--- src/rtl/i2s_codec_master_if.sv ---
// rtl/i2s_codec_master_if.sv - sample-side valid/ready bundle of the codec-side I2S master
interface i2s_codec_master_if #(
    parameter int DATA_WIDTH = 16
);
    logic [DATA_WIDTH-1:0] tx_left;
    logic [DATA_WIDTH-1:0] tx_right;
    logic                  tx_valid;
    logic                  tx_ready;
    logic                  tx_underrun;
    logic [DATA_WIDTH-1:0] rx_left;
    logic [DATA_WIDTH-1:0] rx_right;
    logic                  rx_valid;

    modport master (
        output tx_left, tx_right, tx_valid,
        input  tx_ready, tx_underrun, rx_left, rx_right, rx_valid
    );

    modport slave (
        input  tx_left, tx_right, tx_valid,
        output tx_ready, tx_underrun, rx_left, rx_right, rx_valid
    );
endinterface

--- src/rtl/i2s_codec_master.sv ---
// rtl/i2s_codec_master.sv - codec-side I2S master: BCLK/LRCK generation, ADCDAT serializer, DACDAT deserializer
module i2s_codec_master #(
    parameter int DATA_WIDTH = 16,
    parameter int SLOT_BITS  = 32,
    parameter int BCLK_DIV   = 2
) (
    input  logic              clk,
    input  logic              reset_n,
    input  logic              enable,
    output logic              bclk,
    output logic              lrck,
    output logic              adcdat,
    input  logic              dacdat,
    i2s_codec_master_if.slave smp
);
    localparam int KW = $clog2(2 * SLOT_BITS);
    localparam int DW = (BCLK_DIV > 1) ? $clog2(BCLK_DIV) : 1;
    localparam logic [KW-1:0] K_LAST = KW'(2 * SLOT_BITS - 1);
    localparam logic [KW-1:0] S_K    = KW'(SLOT_BITS);
    localparam logic [KW-1:0] W_K    = KW'(DATA_WIDTH);
    localparam logic [DW-1:0] D_LAST = DW'(BCLK_DIV - 1);

    typedef enum logic {IDLE, RUN} state_t;

    state_t                state_q;
    logic [DW-1:0]         div_q;
    logic [KW-1:0]         k_q;
    logic                  first_q;
    logic                  bclk_q;
    logic                  lrck_q;
    logic                  adcdat_q;
    logic                  hold_full_q;
    logic [DATA_WIDTH-1:0] hold_left_q;
    logic [DATA_WIDTH-1:0] hold_right_q;
    logic [DATA_WIDTH-1:0] tx_sh_q;
    logic [DATA_WIDTH-1:0] tx_right_q;
    logic                  tx_underrun_q;
    logic [DATA_WIDTH-2:0] rx_sh_q;
    logic [DATA_WIDTH-1:0] rx_stage_q;
    logic [DATA_WIDTH-1:0] rx_left_q;
    logic [DATA_WIDTH-1:0] rx_right_q;
    logic                  rx_valid_q;

    logic                  tick;
    logic                  fall;
    logic                  rise;
    logic [KW-1:0]         k_d;
    logic [KW-1:0]         pos_d;
    logic [KW-1:0]         pos_q;
    logic                  frame_end;
    logic                  load;
    logic                  accept;
    logic                  rx_bit;
    logic [DATA_WIDTH-1:0] rx_word;

    // k_q holds the index of the bit launched at the most recent falling edge
    always_comb begin
        tick      = (state_q == RUN) && (div_q == D_LAST);
        fall      = tick && bclk_q;
        rise      = tick && !bclk_q;
        k_d       = (k_q == K_LAST) ? '0 : k_q + 1'b1;
        pos_d     = (k_d >= S_K) ? k_d - S_K : k_d;
        pos_q     = (k_q >= S_K) ? k_q - S_K : k_q;
        frame_end = fall && (k_q == K_LAST) && !first_q && !enable;
        load      = fall && !frame_end && (k_d == '0);
        accept    = smp.tx_valid && !hold_full_q;
        rx_bit    = rise && (pos_q != '0) && (pos_q <= W_K);
        rx_word   = {rx_sh_q, dacdat};
    end

    always_ff @(posedge clk) begin
        if (!reset_n) begin
            state_q       <= IDLE;
            div_q         <= '0;
            k_q           <= K_LAST;
            first_q       <= 1'b1;
            bclk_q        <= 1'b0;
            lrck_q        <= 1'b1;
            adcdat_q      <= 1'b0;
            hold_full_q   <= 1'b0;
            hold_left_q   <= '0;
            hold_right_q  <= '0;
            tx_sh_q       <= '0;
            tx_right_q    <= '0;
            tx_underrun_q <= 1'b0;
            rx_sh_q       <= '0;
            rx_stage_q    <= '0;
            rx_left_q     <= '0;
            rx_right_q    <= '0;
            rx_valid_q    <= 1'b0;
        end else begin
            tx_underrun_q <= 1'b0;
            rx_valid_q    <= 1'b0;

            if (accept) begin
                hold_left_q  <= smp.tx_left;
                hold_right_q <= smp.tx_right;
                hold_full_q  <= 1'b1;
            end

            case (state_q)
                IDLE: begin
                    bclk_q   <= 1'b0;
                    lrck_q   <= 1'b1;
                    adcdat_q <= 1'b0;
                    div_q    <= '0;
                    k_q      <= K_LAST;
                    first_q  <= 1'b1;
                    if (enable) begin
                        state_q <= RUN;
                    end
                end

                RUN: begin
                    div_q <= tick ? '0 : div_q + 1'b1;
                    if (tick) begin
                        bclk_q <= !bclk_q;
                    end

                    if (frame_end) begin
                        state_q  <= IDLE;
                        lrck_q   <= 1'b1;
                        adcdat_q <= 1'b0;
                    end else if (fall) begin
                        k_q     <= k_d;
                        first_q <= 1'b0;
                        lrck_q  <= (k_d >= S_K);
                        // one-BCLK I2S delay: slot position 0 stays low, MSB goes out at position 1
                        if ((pos_d != '0) && (pos_d <= W_K)) begin
                            adcdat_q <= tx_sh_q[DATA_WIDTH-1];
                            tx_sh_q  <= tx_sh_q << 1;
                        end else begin
                            adcdat_q <= 1'b0;
                        end
                        if (load) begin
                            if (hold_full_q) begin
                                tx_sh_q     <= hold_left_q;
                                tx_right_q  <= hold_right_q;
                                hold_full_q <= 1'b0;
                            end else begin
                                tx_sh_q       <= '0;
                                tx_right_q    <= '0;
                                tx_underrun_q <= 1'b1;
                            end
                        end else if (k_d == S_K) begin
                            tx_sh_q <= tx_right_q;
                        end
                    end

                    if (rx_bit) begin
                        rx_sh_q <= rx_word[DATA_WIDTH-2:0];
                        if (pos_q == W_K) begin
                            if (k_q < S_K) begin
                                rx_stage_q <= rx_word;
                            end else begin
                                rx_left_q  <= rx_stage_q;
                                rx_right_q <= rx_word;
                                rx_valid_q <= 1'b1;
                            end
                        end
                    end
                end
            endcase
        end
    end

    assign bclk            = bclk_q;
    assign lrck            = lrck_q;
    assign adcdat          = adcdat_q;
    assign smp.tx_ready    = !hold_full_q;
    assign smp.tx_underrun = tx_underrun_q;
    assign smp.rx_left     = rx_left_q;
    assign smp.rx_right    = rx_right_q;
    assign smp.rx_valid    = rx_valid_q;
endmodule

--- src/flat_wrapper.sv ---
// flat-port wrapper written by rule: the top's interface ports become plain ports
module i2s_codec_master_flat 
#(
    parameter int DATA_WIDTH = 16,
    parameter int SLOT_BITS  = 32,
    parameter int BCLK_DIV   = 2
)
  (clk, reset_n, enable, bclk, lrck, adcdat, dacdat, smp_tx_left, smp_tx_right, smp_tx_valid, smp_tx_ready, smp_tx_underrun, smp_rx_left, smp_rx_right, smp_rx_valid);
  i2s_codec_master_if #(.DATA_WIDTH(DATA_WIDTH)) smp_i ();
  input  logic clk;
  input  logic reset_n;
  input  logic enable;
  output logic bclk;
  output logic lrck;
  output logic adcdat;
  input  logic dacdat;
  input wire logic [$bits(smp_i.tx_left)-1:0] smp_tx_left;
  input wire logic [$bits(smp_i.tx_right)-1:0] smp_tx_right;
  input wire logic [$bits(smp_i.tx_valid)-1:0] smp_tx_valid;
  output wire logic [$bits(smp_i.tx_ready)-1:0] smp_tx_ready;
  output wire logic [$bits(smp_i.tx_underrun)-1:0] smp_tx_underrun;
  output wire logic [$bits(smp_i.rx_left)-1:0] smp_rx_left;
  output wire logic [$bits(smp_i.rx_right)-1:0] smp_rx_right;
  output wire logic [$bits(smp_i.rx_valid)-1:0] smp_rx_valid;
  assign smp_i.tx_left = smp_tx_left;
  assign smp_i.tx_right = smp_tx_right;
  assign smp_i.tx_valid = smp_tx_valid;
  assign smp_tx_ready = smp_i.tx_ready;
  assign smp_tx_underrun = smp_i.tx_underrun;
  assign smp_rx_left = smp_i.rx_left;
  assign smp_rx_right = smp_i.rx_right;
  assign smp_rx_valid = smp_i.rx_valid;
  i2s_codec_master #(.DATA_WIDTH(DATA_WIDTH), .SLOT_BITS(SLOT_BITS), .BCLK_DIV(BCLK_DIV)) u_core (.clk(clk), .reset_n(reset_n), .enable(enable), .bclk(bclk), .lrck(lrck), .adcdat(adcdat), .dacdat(dacdat), .smp(smp_i));
endmodule
--- config.mk ---
export PLATFORM = sky130hd
export DESIGN_NAME = i2s_codec_master_flat
export DESIGN_NICKNAME = d
export VERILOG_FILES = /design/src/rtl/i2s_codec_master_if.sv /design/src/rtl/i2s_codec_master.sv /design/src/flat_wrapper.sv
export SDC_FILE = /design/constraint.sdc
export NUM_CORES = 1
export LEC_CHECK = 0
export ABC_AREA = 0
export CAP_MARGIN = 20
export CORE_ASPECT_RATIO = 0.8
export CORE_MARGIN = 4
export CORE_UTILIZATION = 49
export DETAILED_ROUTE_END_ITERATION = 16
export PLACE_DENSITY = 0.8
export SLEW_MARGIN = 20
export SYNTH_ARGS = -nofsm -noshare
export SYNTH_HDL_FRONTEND = slang
export SYNTH_SLANG_ARGS = --single-unit
--- constraint.sdc ---
create_clock -name clk -period 2 [get_ports clk]
set_input_delay 0.6 -clock clk [delete_from_list [all_inputs] [get_ports clk]]
set_output_delay 0.6 -clock clk [all_outputs]
set_load 0.05 [all_outputs]
==> flow_summary.ini <==
[pwr]
power.total_w = 0.00668
leakage_nw = 3.07
ir_drop_mv = 0.661
p_per_area_nw_per_um2 = 868

[critical_path]
cp_slowest_cell = dfxtp_4
r2r-start = u_core.k_q[1]$_SDFFE_PN1P_
critPathBufInv = 3
reg2reg_depth = 8
crit_family = compound AO/OA/AOI/OAI gates
path_max_fanout = 15
crit_required_ns = 2.29
cpPeakStageDelay_ns = 0.35
r2r_setup_slack_ns = -0.13
cpMostUsedCell = buf_4
crit_path_end_kind = register
path_cells = ha_4 -> buf_4 -> and3_1 -> buf_4 -> a221o_1 -> buf_4 -> a221oi_1 -> a21oi_2
rr_endpoint = u_core.tx_sh_q[5]$_SDFFE_PN0P_
crit_path_start_kind = register
cp_data_arrival_time_ns = 2.41
critPathKind = reg -> reg

[synthesis]
syn_inst = 645
yosys-top-cells-area = dfxtp_1 (50%), nand2_1 (11%), a21boi_0 (8.9%)
syn_area_per_cell_um2 = 8.86
yosysWarnings = 0
synth_edf_count = 0
yosys-top-cells-count = nand2_1 (160), dfxtp_1 (142), a21boi_0 (68)
syn_nets = 684
ys_types = 43
ys.flop_type = dfxtp_1
synth_top_area_share_pct = 49.7
synth_top_area_cell = dfxtp_1
seq_area_frac_synth_pct = 49.7
netlist_area_um2 = 5710
async_flop_share_pct = 0
yosysMostFrequentCell = nand2_1
synth.ff_latch_count = 142

[final_layout]
nFillCells = 809
nets = 766
utilization_pct = 69.0
multi_input_area_um2 = 2900
seq_area_um2 = 2850
finalNonFillerCells = 884
area_growth_pct = 34.6
finish.instance_area_um2 = 7690
layout-drive-gt1-share_pct = 21.9
antennaDiodeCount = 0

[sta]
worstMarginPinSlew_ns = 0.417
setup_violations = 32
max_freq_ghz = 0.471
fin_tns_setup_ns = -1.84
min_period_ns = 2.13
maxSlewHeadroom_pct = 72.0
rsz0062_at_grt = yes
fin_crit_sh_pct = 106
finalMaxSlewViolations = 0
final_hold_viol_count = 0
fin_ws_ns = -0.125
fin_worst_skew_ns = 0.00924

[cts]
cts_buffers = 17
clock_latency_ns = 0.42
clk_pin_slew_ns = 0.06
cts_root_buffer = clkbuf_16
clockBufferDepth = 2
cts_tree = yes
cts_hold_buf = 0
h-tree-depth = 4
cts_num_sinks = 142

[min_path]
hold_class = reg -> reg
hold_depth = 2
worstHoldStart = u_core.hold_right_q[8]$_SDFFE_PN0P_
min_to = u_core.tx_right_q[8]$_SDFFE_PN0P_

[routing]
vias = 4954
wl_per_cell_um = 16.7
firstDrtPassIters = 5
routed_wl_mm = 14.8
first_iter_violations = 407
drc = 0
antenna_left = 0
viasPerCell = 5.60

[global_routing]
use_met1_pct = 27.3
grt_overflow_total = 0
gr-usage-met3_pct = 5.15
grt_first_pass_wirelength_mm = 22.3
top_usage_layer = met2
use_met2_pct = 31.7
grt_max_degree = 110
grt_usage_pct = 20.1
grt_pass1_vias = 4637
grt_antenna_before_repair = 0

[die]
fp.dieH_um = 105
dieWidth_um = 129
ioPinCount = 75
fp-row-count = 34
dieArea_um2 = 13500
design.core.area_um2 = 11100
start_util_pct = 51.3

[placed_design]
port_buffers = 74
dpl_cell_area_um2 = 6650
post-dp-hpwl_mm = 8.65
place.gp.congestion = 0.867
dp.cells = 845

[run_status]
violations = negative setup slack
outcome = complete, but fails checks

[run]
cap_violations = 0
[cell type report]
class                           count  area share (%)
Clock inverter                     13            2.72
Inverter                            4           0.195
Timing Repair Buffer              112            14.2
Multi-Input combinational cell    450            37.7
Tap cell                          144            2.34
Sequential cell                   142            37.1
Clock buffer                       19            5.76
[layout by cell type (no fill, tap or decap), types with 4 or more instances in the layout]
master           netlist  final
a21boi_0              68     65
a21boi_1              14     13
a21boi_2               0      4
a21oi_1               21     11
a21oi_2                0     10
a221oi_1              15      9
a221oi_2               1      6
and3_1                 5      5
buf_12                 0      8
buf_4                  0     62
bufinv_16              0      5
clkbuf_16              0     20
clkdlybuf4s50_1        0     34
dfxtp_1              142    138
inv_1                  4      4
mux2i_1               31     31
nand2_1              160    160
nand3_1               38     21
nand3_2                1     15
nor2_1                 8      8
nor2b_1               33     32
o21ai_0               23     22
[layer usage]
layer	vias to the layer above	routed length (um)
met5	-	0
met4	0	216
met3	24	1100
met2	184	6970
met1	2367	6500
li1	2379	-
[state kept, by name, indices dropped and copies added (netlist names), 6 cells and up]
register and count:
u_core.rx_stage_q 16, u_core.hold_left_q 16, u_core.smp.rx_right 16, u_core.tx_right_q 16, u_core.smp.rx_left 16, u_core.hold_right_q 16, u_core.k_q 6, u_core.tx_sh_q 16
u_core.rx_sh_q 15
[timing repair]
item / 4_1_cts / 5_1_grt
gates resized for setup: 15 / 44
endpoints found under the setup margin: 33 / 34
cloned: 0 / 5
pin swaps: 1 / 42
setup buffers: 0 / 3
[worst reg2reg max path: stages, from the launching register on]
cell and delay [ns]:
dfxtp_4 0.35, ha_4 0.18, buf_4 0.13, and3_1 0.22, buf_4 0.15, a221o_1 0.30
buf_4 0.21, a221oi_1 0.34, a21oi_2 0.11
[logic make-up (layout without fill, tap and decap cells)]
group                      Yosys count  count (layout)  synth area share, %
adders and majority gates            2               2                0.438
xor gates and xnor gates             3               3                0.460
DFF                                142             142                 49.7
and+or+nand+nor                    259             260                 20.7
AOI/OAI and AO/OA                  154             154                 19.3
muxes                               31              31                 5.43
buffers and inverters               54             148                 3.99
[worst max-delay path by stage]
stage	start	to	slack [ns]	cells past startpoint
floorplan	u_core.k_q[0]$_SDFFE_PN1P_	u_core.tx_right_q[10]$_SDFFE_PN0P_	0.008	8
global placement	enable	u_core.tx_right_q[15]$_SDFFE_PN0P_	-0.50	7
detailed placement	enable	u_core.tx_right_q[0]$_SDFFE_PN0P_	-0.51	7
CTS	enable	u_core.tx_right_q[9]$_SDFFE_PN0P_	-0.009	7
global route	u_core.k_q[1]$_SDFFE_PN1P_	u_core.tx_sh_q[12]$_SDFFE_PN0P_	-0.21	9
finish	u_core.k_q[1]$_SDFFE_PN1P_	u_core.tx_sh_q[5]$_SDFFE_PN0P_	-0.13	8
[power breakdown]
group	total, W	internal, W	switching, W	leakage [nW]
combinational	0.000303	0.000152	0.000152	1.60
sequential	0.00291	0.00287	0.0000355	1.15
clock	0.00347	0.00226	0.00121	0.322
total	0.00668	0.00528	0.00140	3.07
[stage by stage]
| step | setup WS (ns) | hold WS (ns) |
|---|---|---|
| 2_1_floorplan | 0.00805 | 0.431 |
| 3_3_place_gp | -0.502 | 0.445 |
| 3_5_place_dp | -0.513 | 0.448 |
| 4_1_cts | -0.00868 | 0.466 |
| 5_1_grt | -0.209 | 0.488 |
| 6_report | -0.125 | 0.461 |
No activity file was read; power rests on OpenSTA's default activity.
